<file path="config.mk">
export PLATFORM = sky130hd
export DESIGN_NAME = bsg_adder_multiword_serial
export DESIGN_NICKNAME = d
export VERILOG_FILES = /design/src/rtl/bsg_adder_multiword_serial.sv
export SDC_FILE = /design/constraint.sdc
export NUM_CORES = 1
export LEC_CHECK = 0
export CAP_MARGIN = 20
export CORE_MARGIN = 4
export CORE_UTILIZATION = 51
export CTS_CLUSTER_DIAMETER = 60
export DETAILED_ROUTE_END_ITERATION = 8
export HOLD_SLACK_MARGIN = 0.12
export PLACE_DENSITY = 0.87
export SLEW_MARGIN = 20
export SYNTH_ARGS = -nofsm -noshare
export SYNTH_HDL_FRONTEND = slang
export SYNTH_SLANG_ARGS = --single-unit
</file>
<file path="constraint.sdc">
create_clock -name clk_i -period 6 [get_ports clk_i]
set_clock_uncertainty 0.2 [all_clocks]
set_input_delay 1.5 -clock clk_i [delete_from_list [all_inputs] [get_ports clk_i]]
set_output_delay 1.5 -clock clk_i [all_outputs]
set_load 0.02 [all_outputs]
</file>
<file path="src/rtl/bsg_adder_multiword_serial.sv">
// Serial multi-word adder: streams wide operands one width_p chunk per beat, LS chunk first,
// through a carry-select adder while owning the inter-chunk carry chain.
module bsg_adder_multiword_serial #(
  parameter int unsigned width_p = 32,
  parameter int unsigned words_p = 4
) (
  input  logic               clk_i,
  input  logic               reset_n_i,
  input  logic               v_i,
  input  logic [width_p-1:0] a_i,
  input  logic [width_p-1:0] b_i,
  input  logic               c_i,
  output logic               ready_o,
  output logic               v_o,
  output logic [width_p-1:0] sum_o,
  output logic               c_o,
  output logic               last_o,
  input  logic               ready_i
);

  localparam int unsigned CntW = (words_p > 1) ? $clog2(words_p) : 1;
  localparam logic [CntW-1:0] LastCnt = CntW'(words_p - 1);

  logic [CntW-1:0]    cnt_q, cnt_d;
  logic               carry_q, carry_d;
  logic               v_q, v_d;
  logic [width_p-1:0] sum_q, sum_d;
  logic               c_q, c_d;
  logic               last_q, last_d;

  logic               accept;
  logic               cin;
  logic [width_p:0]   r;

  assign ready_o = ~v_q | ready_i;
  assign accept  = v_i & ready_o;
  // The caller's carry-in only enters on the first chunk; later chunks chain internally.
  assign cin     = (cnt_q == '0) ? c_i : carry_q;

  generate
    if (width_p < 2) begin : g_narrow
      assign r = {1'b0, a_i} + {1'b0, b_i} + {{width_p{1'b0}}, cin};
    end else begin : g_csel
      localparam int unsigned LoW = width_p / 2;
      localparam int unsigned HiW = width_p - LoW;

      logic [LoW:0] lo;
      logic [HiW:0] hi0, hi1;

      // Upper half is precomputed for both carry values; the low-half carry picks one.
      assign lo  = {1'b0, a_i[LoW-1:0]} + {1'b0, b_i[LoW-1:0]} + {{LoW{1'b0}}, cin};
      assign hi0 = {1'b0, a_i[width_p-1:LoW]} + {1'b0, b_i[width_p-1:LoW]};
      assign hi1 = hi0 + {{HiW{1'b0}}, 1'b1};
      assign r   = {(lo[LoW] ? hi1 : hi0), lo[LoW-1:0]};
    end
  endgenerate

  always_comb begin
    cnt_d   = cnt_q;
    carry_d = carry_q;
    v_d     = v_q;
    sum_d   = sum_q;
    c_d     = c_q;
    last_d  = last_q;
    if (accept) begin
      sum_d   = r[width_p-1:0];
      c_d     = r[width_p];
      carry_d = r[width_p];
      last_d  = (cnt_q == LastCnt);
      v_d     = 1'b1;
      cnt_d   = (cnt_q == LastCnt) ? '0 : cnt_q + CntW'(1);
    end else if (ready_i) begin
      v_d = 1'b0;
    end
  end

  always_ff @(posedge clk_i or negedge reset_n_i) begin
    if (!reset_n_i) begin
      cnt_q   <= '0;
      carry_q <= 1'b0;
      v_q     <= 1'b0;
      sum_q   <= '0;
      c_q     <= 1'b0;
      last_q  <= 1'b0;
    end else begin
      cnt_q   <= cnt_d;
      carry_q <= carry_d;
      v_q     <= v_d;
      sum_q   <= sum_d;
      c_q     <= c_d;
      last_q  <= last_d;
    end
  end

  assign v_o    = v_q;
  assign sum_o  = sum_q;
  assign c_o    = c_q;
  assign last_o = last_q;

endmodule

</file>
=== Word-level counts from Yosys, hierarchy flattened ===
Cells that the tools add are included.

* Bits in registers: 37
* Input port bits: 69
* Output and inout bits: 36
* Word-level logic and storage cells: 21

* $add $sub $neg: 5
* Equality and inequality tests: 1
* Multiplexer cells: 5
* Bitwise logic cells: 3
* Reduce and logical (&&, ||, !) cells: 2

{| class="wikitable"
|+ Operators with widths
! kind !! number
|-
| $add A16 B16 Y17 || 2
|-
| $add A17 B1 Y17 || 1
|-
| $add A17 B1 Y17 const B || 1
|-
| $mux W17 || 1
|-
| $mux W1 || 3
|-
| $add A2 B1 Y2 const B || 1
|-
| $eq A2 B2 Y1 const B || 1
|-
| $logic_not A2 Y1 || 1
|-
| $mux W2 || 1
|-
| $reduce_bool A2 Y1 || 1
|-
| $and A1 B1 Y1 || 1
|-
| $not A1 Y1 || 1
|-
| $or A1 B1 Y1 || 1
|}

=== Depth between registers and ports, before layout ===
Gate-level depths: netlist of run 1.

* Word-level depth: 4
* Depth in mapped cells: 14

=== Worst setup path after synthesis of run 1 ===
Ideal clock, no wire load.

* Path kind: in2reg
* Start: input c_i
* End: register sum_q[26] (netlist: sum_o[26])
* Library setup time: 0.125 ns
* Arrival time: 4.109 ns
* Slack: 1.566 ns
* Stages: 11
* Buffers on the path: 0
* Cells stage by stage: mux2_2 -> fa_1 -> fa_1 -> a211oi_1 -> o21ai_0 -> o21bai_1 -> a21oi_1 -> o211ai_1 -> nor3_1 -> xnor2_1 -> mux2_2

* Cells in the longest elaborated chain, start to end: 3

{| class="wikitable"
|+ RTL lines
! element !! line !! RTL
|-
| start: declaration || 12 || <nowiki>input logic c_i,</nowiki>
|-
| $mux W1 || 38 || <nowiki>assign cin = (cnt_q == '0) ? c_i : carry_q;</nowiki>
|-
| $add A17 B1 Y17 || 51 || <nowiki>assign lo = {1'b0, a_i[LoW-1:0]} + {1'b0, b_i[LoW-1:0]} + {{LoW{1'b0}}, cin};</nowiki>
|-
| $mux W17 || 54 || <nowiki>assign r = {(lo[LoW] ? hi1 : hi0), lo[LoW-1:0]};</nowiki>
|-
| end signal: assignment || 89 || <nowiki>sum_q <= sum_d;</nowiki>
|-
| end: declaration || 27 || <nowiki>logic [width_p-1:0] sum_q, sum_d;</nowiki>
|}

Every way passes these cells.
A chain may end at the register's enable or synchronous reset.

=== Worst setup path after layout of run 1 ===
Ends and elaborated chain as after synthesis.

==> flow_metrics.py, run 1 <==
metrics = {
    "final_layout": {
        "regArea_sq_um": 925.9,
        "layout_common_cells": "103 x clkdlybuf4s50_1, 46 x nand2_1, 38 x o21ai_0",
        "fill_cells": 496,
        "mostFrequentLayoutCell": "clkdlybuf4s50_1",
        "area_growth_syn_to_layout_pct": 35.52,
        "drive_gt1_share_pct": 6.092,
        "fin_nets": 581,
        "multiInputGateArea_sq_um": 2313,
        "insertedDiodeCount": 0,
    },
    "routing": {
        "via_per_inst": 5.720,
        "finalWirelength_mm": 7.909,
        "antenna_left": 0,
        "via_count": 3163,
        "drt_iter0_markers": 83,
        "first_pass_iters": 4,
        "avgRoutedWirePerCell_um": 14.30,
        "drc": 0,
    },
    "pwr": {
        "p_int_w": 0.0006720,
        "powerDensity_nw_per_um2": 240.9,
        "power.share.sequential_pct": 32.6,
        "clkPwrFrac_pct": 15.2,
        "switching_share_pct": 37.90,
        "p_leak_nw": 1.873,
        "pwr-share-comb_pct": 52.2,
        "switching_power_w": 0.0004102,
        "peakVddDrop_uv": 196.9,
    },
    "sta": {
        "timing.final.crit_share_pct": 80.99,
        "worst_slew_pin_slew_ps": 813.4,
        "tns_ps": 0,
        "setup_violations": 0,
        "slew_headroom_pct": 45.78,
        "max_freq_mhz": 205.8,
        "rsz0062_at_grt": "no",
        "layout_min_cycle_time_ps": 4859,
        "hold_slack_ps": 280.5,
        "final-max-slew-violation-count": 0,
        "hold_violations": 0,
    },
    "placement": {
        "port_buffers": 104,
        "place_congestion": 0.8540,
        "place_hpwl_mm": 6.441,
    },
    "cts": {
        "cts.sinks": 37,
        "h-tree-depth": 2,
        "cts_buffer_depth": 2,
        "post_cts_resized": 0,
        "cts_setup_buffers": 0,
        "clkTransAtPathRegs_ps": 70,
        "clockRootBuffer": "clkbuf_8",
        "cts_tree": "built",
        "numCtsBuffers": 5,
        "insertion_delay_ps": 290,
        "cts_hold_buf": 0,
    },
    "logic_synthesis": {
        "synth-seq-cells": 37,
        "seq_area_frac_synth_pct": 27.94,
        "syn_inst": 376,
        "post_synth.cell_area_avg_sq_um": 8.815,
        "synth_edf_count": 0,
        "syn_nets": 482,
        "async_flop_share_pct": 100.0,
        "synth_area_sq_um": 3314,
        "yosysUniqueCellTypes": 56,
        "ys.flop_type": "dfrtp_1",
        "ys_warn_count": 0,
    },
    "worst_setup_path": {
        "worst_r2r_endpoint": "sum_o[26]",
        "r2r_setup_slack_ps": 2060,
        "required_ps": 5980,
        "critPathKind": "in2reg",
        "cp-start-kind": "input port",
        "crit_path_end_kind": "flop",
        "cp_slowest_cell": "o211ai_1",
        "worstRegToRegCells": 13,
        "rr_startpoint": "cnt_q[0]",
        "slowest_delay_ps": 470,
        "crit_chain": "clkdlybuf4s50_1 > mux2_2 > fa_1 > fa_1 > a211oi_1 > o21ai_0 > o21bai_1 > a21oi_1 > o211ai_1 > nor3_1 > xnor2_1 > mux2_2",
        "crit_arrival_ps": 4840,
        "critPathMaxFanout": 4,
    },
    "worst_hold_path": {
        "hp-class": "reg2reg",
        "hold_end": "sum_o[5]",
        "hold_start": "sum_o[5]",
        "whs_path_depth": 2,
    },
    "die": {
        "core_area_sq_um": 6314,
        "start_util_pct": 52.50,
        "dieWidth_um": 88.62,
        "rows": 29,
        "io_pins": 105,
        "fp.dieH_um": 88.62,
        "dieArea_sq_um": 7853,
    },
    "global_route": {
        "grt-ovfl-total": 0,
        "grt_usage_pct": 20.12,
        "antenna_found_initial": 0,
        "grt_pass1_vias": 3037,
        "grt_pass1_wl_mm": 12.74,
        "grt_max_degree": 66,
    },
    "run_status": {
        "status": "finished clean",
    },
    "flow_run": {
        "drv_cap": 0,
    },
}
-- synth_stat cells, drive strengths merged (2+ instances only) --
master | number | area, sq um
xor2 | 17 | 148.9
or3 | 4 | 30.03
o31a | 2 | 17.52
a2111oi | 3 | 63.81
inv | 10 | 37.54
ha | 34 | 425.4
nor3b | 3 | 22.52
o21a | 5 | 37.54
a21oi | 21 | 108.9
nand4 | 5 | 31.28
fa | 3 | 60.06
and2 | 3 | 18.77
nand2b | 4 | 25.02
a211oi | 7 | 65.06
nor2 | 22 | 82.58
a31oi | 3 | 18.77
xnor2 | 21 | 183.9
o31ai | 4 | 35.03
a211o | 6 | 61.31
o21ai | 41 | 209.0
clkbuf | 11 | 41.29
a2111o | 3 | 33.78
nor2b | 2 | 12.51
dfrtp | 37 | 925.9
nand2 | 47 | 176.4
o211ai | 4 | 30.03
mux2 | 8 | 90.09
and4 | 3 | 26.28
o21bai | 2 | 15.01
o311ai | 2 | 17.52
or2 | 4 | 25.02
nand3 | 4 | 20.02
a21o | 8 | 60.06
o2111ai | 2 | 17.52
nor3 | 9 | 45.04
-- how the worst max path moves through the flow --
stage | from | end | cells past startpoint
3_3_place_gp | c_i | sum_o[26] | 12
6_report | c_i | sum_o[26] | 12
3_5_place_dp | c_i | sum_o[26] | 12
5_1_grt | c_i | sum_o[26] | 12
4_1_cts | c_i | sum_o[26] | 12
2_1_floorplan | c_i | sum_o[26] | 11
-- power groups by stage --
stage,logic (W),registers [W],clock network [W]
2_1_floorplan,0.000264,0.000426,0
3_3_place_gp,0.000550,0.000354,0
3_5_place_dp,0.000567,0.000358,0
4_1_cts,0.000569,0.000353,0.000171
5_1_grt,0.000618,0.000359,0.000183
6_report,0.000565,0.000352,0.000165
-- state kept, by name, indices dropped and copies added (netlist names) --
signal,cells
cnt_q,2
last_o,1
c_o,1
v_o,1
sum_o,32
-- final cells by class --
class	count	area share (%)
repair buffers	104	23.06
inverters	10	0.8357
clock buffers	6	1.616
well taps	77	2.145
flip-flops and latches	37	20.61
clock inverters	2	0.2228
multi-input cells	317	51.50
-- cells by family after synthesis --
group / Yosys count / share of synthesized area [%]
AOI/OAI and AO/OA: 119 / 25.44
xor gates and xnor gates: 38 / 10.04
adders and majority gates: 37 / 14.65
buffers and inverters: 22 / 2.492
DFF: 37 / 27.94
muxes: 9 / 3.020
and+or+nand+nor: 114 / 16.42
-- stage by stage --
step / worst slack [ps] / std cells / utilization (%) / instance area (sq um) / power, W
after detailed placement: 842.3 / 545 / 69.76 / 4404 / 0.0009251
after CTS: 1143 / 553 / 71.07 / 4487 / 0.001093
after floorplan: 1566 / 376 / - / 3314 / 0.0006898
after global routing: 891.1 / 553 / 71.15 / 4492 / 0.001160
after global placement: 899.8 / 545 / 69.76 / 4404 / 0.0009046
final: 1141 / 553 / 71.15 / 4492 / 0.001082
-- routing by layer --
metal / vias up / track usage [%] / wire length (um)
met5: - / 0 / 0
met4: 0 / 7.555 / 143
met3: 12 / 4.004 / 538
met2: 96 / 37.25 / 3999
met1: 1480 / 22.63 / 3227
li1: 1575 / - / -
-- critical path, delay by kind of cell --
family	cells	cell delay, ps
XOR/XNOR	1	150
buffers and inverters	1	390
AND/OR/NAND/NOR	1	130
adder cells (fa/ha/maj)	2	840
AO/OA/AOI/OAI	5	1300
multiplexers	2	530
(Power assumes the default switching activity.)
==> run 2, diff against run 1 <==
- CORE_UTILIZATION: 51 -> 43
- PLACE_DENSITY: 0.87 -> 0.78
- clock period: 6 -> 4.2 ns (I/O delays scaled with it)
==> run 2 against run 1 <==
  * Critical path depth stayed put
  * Critical endpoint is now sum_o[31]
  * Cell area is 9.4% higher
  * Worst setup slack worse by 970 ps
  * Largest power group unchanged
==> flow_metrics.py, run 2 (synthesis results as in run 1) <==
metrics = {
    "die": {
        "start_util_pct": 44.97,
        "fp.dieH_um": 95.80,
        "dieWidth_um": 95.80,
        "core_area_sq_um": 7370,
        "rows": 31,
        "io_pins": 105,
        "dieArea_sq_um": 9177,
    },
    "routing": {
        "antenna_left": 0,
        "first_pass_iters": 4,
        "via_count": 3280,
        "drt_iter0_markers": 111,
        "avgRoutedWirePerCell_um": 13.52,
        "drc": 0,
        "via_per_inst": 5.307,
        "finalWirelength_mm": 8.354,
    },
    "final_layout": {
        "fin_nets": 625,
        "post-route-util_pct": 66.66,
        "area_growth_syn_to_layout_pct": 48.21,
        "drive_gt1_share_pct": 15.80,
        "largest_reg_flops": 32,
        "fill_cells": 606,
        "layout_common_cells": "100 x clkdlybuf4s50_1, 46 x nand2_1, 42 x buf_4",
        "stdcell_count": 618,
        "insertedDiodeCount": 0,
        "mostFrequentLayoutCell": "clkdlybuf4s50_1",
    },
    "flow_run": {
        "drv_cap": 0,
    },
    "pwr": {
        "p_leak_nw": 2.108,
        "powerDensity_nw_per_um2": 333.0,
        "peakVddDrop_uv": 126.5,
    },
    "sta": {
        "worst_slew_pin_slew_ps": 984.5,
        "rsz0062_at_grt": "no",
        "layout_min_cycle_time_ps": 4034,
        "setup_violations": 0,
        "final-max-slew-violation-count": 0,
        "max_freq_mhz": 247.9,
        "timing.final.crit_share_pct": 96.05,
        "slew_headroom_pct": 34.13,
        "hold_violations": 0,
    },
    "placement": {
        "place_hpwl_mm": 6.800,
        "port_buffers": 104,
        "place_congestion": 0.8334,
        "dpl.cell_count": 606,
    },
    "global_route": {
        "antenna_found_initial": 0,
        "grt_usage_pct": 18.04,
        "grt_max_degree": 61,
        "grt-ovfl-total": 0,
        "grt_pass1_vias": 3164,
        "grt_pass1_wl_mm": 13.52,
    },
    "cts": {
        "cts.sinks": 37,
        "cts_buffer_depth": 2,
        "numCtsBuffers": 5,
        "clockRootBuffer": "clkbuf_8",
        "insertion_delay_ps": 290,
        "cts_tree": "built",
        "h-tree-depth": 2,
        "clkTransAtPathRegs_ps": 70,
    },
    "worst_setup_path": {
        "cp-start-kind": "input port",
        "cp_slowest_cell": "clkdlybuf4s50_1",
        "critPathKind": "in2reg",
        "slowest_delay_ps": 440,
        "required_ps": 4130,
        "crit_path_end_kind": "flop",
        "crit_chain": "clkdlybuf4s50_1 > fa_2 > a211o_1 > buf_6 > a21oi_4 > o21bai_1 > a211o_1 > a211o_4 > buf_6 > a2111oi_4 > xnor2_1 > o21ai_1",
        "crit_arrival_ps": 3970,
        "worst-path-buf-inv": 3,
        "crit_family": "compound AO/OA/AOI/OAI gates",
        "critPathMaxFanout": 5,
    },
    "worst_hold_path": {
        "hp-class": "reg2reg",
    },
    "run_status": {
        "status": "finished clean",
    },
}
-- run 2: cell count changes in the layout (fill, tap and decap cells not counted), moves of 2 or more --
cell             before  now
buf_4                 0   42
clkdlybuf4s50_1     103  100
dlymetal6s2s_1        0    3
fa_1                  3    0
fa_2                  0    3
a211oi_1              6    4
a211oi_2              0    2
buf_6                 0    2
clkinv_2              2    0
-- run 2: worst paths after layout --
path	startpoint	endpoint	slack (ps)	cells past startpoint
max reg2reg	cnt_q[0]	c_o	640	14
min reg2reg	sum_o[24]	sum_o[24]	280	2
min in group asynchronous	reset_n_i	sum_o[11]	650	1
max	b_i[17]	sum_o[31]	170	12
min	sum_o[24]	sum_o[24]	280	2
max in group asynchronous	reset_n_i	sum_o[30]	2650	1
-- run 2: layer usage --
layer | GRT usage, % | vias to the layer above | routed length, um
li1 | - | 1665 | -
met1 | 21.47 | 1507 | 3510
met2 | 33.53 | 100 | 4229
met3 | 2.424 | 8 | 517
met4 | 5.213 | 0 | 97
met5 | 0 | - | 0
-- run 2: stage by stage --
step | hold slack, ps | setup TNS [ps] | setup WS, ps | cell area (sq um) | power (W)
after floorplan | 301.5 | 0 | 216.2 | 3314 | 0.0009854
after global placement | 260.5 | -1928 | -239.0 | 4725 | 0.001355
after detailed placement | 269.6 | -2973 | -301.9 | 4725 | 0.001380
after CTS | 285.5 | 0 | 10.15 | 4820 | 0.001633
after global routing | 296.9 | 0 | 15.25 | 4912 | 0.001751
final | 278.4 | 0 | 166.0 | 4912 | 0.001636
-- run 2: report_power, final --
| group | switching (W) | internal, W |
|---|---|---|
| logic | 0.000430 | 0.000455 |
| clock network | 0.000120 | 0.000130 |
| registers | 0.0000514 | 0.000449 |
| total | 0.000602 | 0.00103 |
-- run 2: final cells by class --
class	count	area [sq um]	share of cell area, %
clock buffer	7	86.33	1.758
inverter	10	37.54	0.7641
multi-input combinational	317	2357	47.99
tap	99	123.9	2.522
sequential	37	925.9	18.85
timing repair buffer	148	1381	28.12
-- run 2: worst reg2reg max path, cell delays in order (launching register included) --
cell and delay [ps]:
dfrtp_1 410, inv_1 70, ha_1 150, mux2_2 340, fa_2 360, fa_2 360, a211oi_2 270, o21ai_2 120
o21bai_2 210, a21oi_1 130, o211ai_1 210, buf_4 170, a2111oi_4 60, and4_1 220, o31ai_2 200
-- run 2: repair_timing --
action / in CTS / in global routing
cloned: 0 / 0
hold buffers: 0 / 0
pin swaps: 2 / 17
resized for setup: 2 / 16
setup endpoints to repair: 1 / 15
buffers inserted: 0 / 5
endpoints found under the hold margin: 0 / 0
==> run 3, diff against run 2 <==
- SKIP_CTS_REPAIR_TIMING: default -> 1
==> run 3 against run 2 <==
  * Die area is the same
  * Hold slack lost 3.0 ps
  * Critical path depth unchanged
  * Clock power barely moved
  * Flip-flop and latch count did not move
  * Via count fell by 0.98%
  * Power shrank 0.12%
  * Cell area fell by 0.25%
  * Core utilization shrank 0.17 points
==> flow_metrics.py, run 3 (synthesis results as in run 1) <==
metrics = {
    "final_layout": {
        "fin_nets": 624,
        "post-route-util_pct": 66.49,
        "drive_gt1_share_pct": 15.44,
        "regArea_sq_um": 925.9,
        "mostFrequentLayoutCell": "clkdlybuf4s50_1",
        "largest_reg_flops": 32,
        "fill_cells": 607,
        "area_growth_syn_to_layout_pct": 47.83,
        "layout_common_cells": "100 x clkdlybuf4s50_1, 46 x nand2_1, 41 x buf_4",
        "multiInputGateArea_sq_um": 2352,
        "insertedDiodeCount": 0,
        "fin_area_sq_um": 4900,
    },
    "worst_setup_path": {
        "critPathKind": "in2reg",
        "critical_path.endpoint": "sum_o[31]",
        "rr_startpoint": "cnt_q[0]",
        "required_ps": 4130,
        "cp-start-kind": "input port",
        "critPathMaxFanout": 5,
        "crit_path_end_kind": "flop",
        "r2r_setup_slack_ps": 680,
        "crit_arrival_ps": 3960,
        "worstRegToRegCells": 14,
        "worst_r2r_endpoint": "c_o",
        "startpoint": "b_i[17]",
    },
    "pwr": {
        "p_int_w": 0.001034,
        "switching_power_w": 0.0006001,
        "peakVddDrop_uv": 125.9,
        "clkPwrFrac_pct": 15.3,
        "switching_share_pct": 36.73,
        "p_leak_nw": 2.104,
        "power.share.sequential_pct": 30.7,
        "powerDensity_nw_per_um2": 333.5,
        "pwr-share-comb_pct": 54.0,
    },
    "sta": {
        "worst_slew_pin_slew_ps": 977.9,
        "final-max-slew-violation-count": 0,
        "layout_min_cycle_time_ps": 4030,
        "hold_violations": 0,
        "rsz0062_at_grt": "no",
        "slew_headroom_pct": 34.58,
        "max_freq_mhz": 248.1,
        "setup_violations": 0,
        "timing.final.crit_share_pct": 95.96,
        "hold_slack_ps": 275.4,
        "tns_ps": 0,
        "layout_setup_ws_ps": 169.8,
    },
    "placement": {
        "port_buffers": 104,
        "postPlaceCellArea_sq_um": 4725,
        "place_congestion": 0.8334,
        "place_hpwl_mm": 6.800,
        "place_ws_ps": -301.9,
    },
    "die": {
        "dieArea_sq_um": 9177,
        "rows": 31,
        "start_util_pct": 44.97,
        "io_pins": 105,
        "fp.dieH_um": 95.80,
        "dieWidth_um": 95.80,
        "core_area_sq_um": 7370,
    },
    "routing": {
        "via_per_inst": 5.264,
        "via_count": 3248,
        "antenna_left": 0,
        "finalWirelength_mm": 8.280,
        "drt_iter0_markers": 132,
        "drc": 0,
        "first_pass_iters": 4,
        "avgRoutedWirePerCell_um": 13.42,
    },
    "global_route": {
        "grt_usage_pct": 18.01,
        "grt_pass1_vias": 3159,
        "grt_max_degree": 61,
        "grt_pass1_wl_mm": 13.50,
        "grt-ovfl-total": 0,
        "antenna_found_initial": 0,
    },
    "run_status": {
        "status": "finished clean",
    },
    "cts": {
        "insertion_delay_ps": 280,
        "cts.sinks": 37,
        "cts_tree": "built",
        "cts_buffer_depth": 2,
        "numCtsBuffers": 5,
        "clockRootBuffer": "clkbuf_8",
        "clkTransAtPathRegs_ps": 70,
        "h-tree-depth": 2,
    },
    "worst_hold_path": {
        "hold_start": "sum_o[24]",
        "hp-class": "reg2reg",
    },
    "flow_run": {
        "drv_cap": 0,
    },
}
run 3: area by class of cell:
class / instances / area share (%)
Sequential cell: 37 / 18.90
Clock buffer: 7 / 1.762
Tap cell: 99 / 2.528
Multi-Input combinational cell: 317 / 48.01
Timing Repair Buffer: 147 / 28.04
Inverter: 10 / 0.7661
run 3: worst min path at each step:
| stage | endpoint | slack (ps) | cells past startpoint |
|---|---|---|---|
| 2_1_floorplan | cnt_q[0] | 300 | 1 |
| 3_3_place_gp | sum_o[5] | 260 | 2 |
| 3_5_place_dp | sum_o[9] | 270 | 2 |
| 4_1_cts | sum_o[9] | 290 | 2 |
| 5_1_grt | sum_o[9] | 300 | 2 |
| 6_report | sum_o[24] | 280 | 2 |
run 3: metal layers:
metal | routed length, um | GRT usage, % | up-vias
met5 | 0 | 0 | -
met4 | 75 | 5.213 | 0
met3 | 539 | 2.424 | 6
met2 | 4189 | 33.29 | 87
met1 | 3476 | 21.57 | 1491
li1 | - | - | 1664
run 3: power groups by stage:
stage / Combinational (W) / Sequential, W / Clock, W
2_1_floorplan: 0.000377 / 0.000608 / 0
3_3_place_gp: 0.000851 / 0.000504 / 0
3_5_place_dp: 0.000872 / 0.000508 / 0
4_1_cts: 0.000875 / 0.000501 / 0.000255
5_1_grt: 0.000968 / 0.000514 / 0.000268
6_report: 0.000883 / 0.000501 / 0.000250
run 3: metrics by stage:
step | total power (W) | instances
after floorplan | 0.0009854 | 376
after global placement | 0.001355 | 606
after detailed placement | 0.001380 | 606
after CTS | 0.001632 | 613
after global routing | 0.001750 | 617
final | 0.001634 | 617
run 3: critical path, cell delays in order:
cell and delay, ps:
clkdlybuf4s50_1 440, fa_2 360, a211o_1 340, buf_6 140
a21oi_4 180, o21bai_1 100, a211o_1 330, a211o_4 370
buf_6 130, a2111oi_4 290, xnor2_1 160, o21ai_1 70
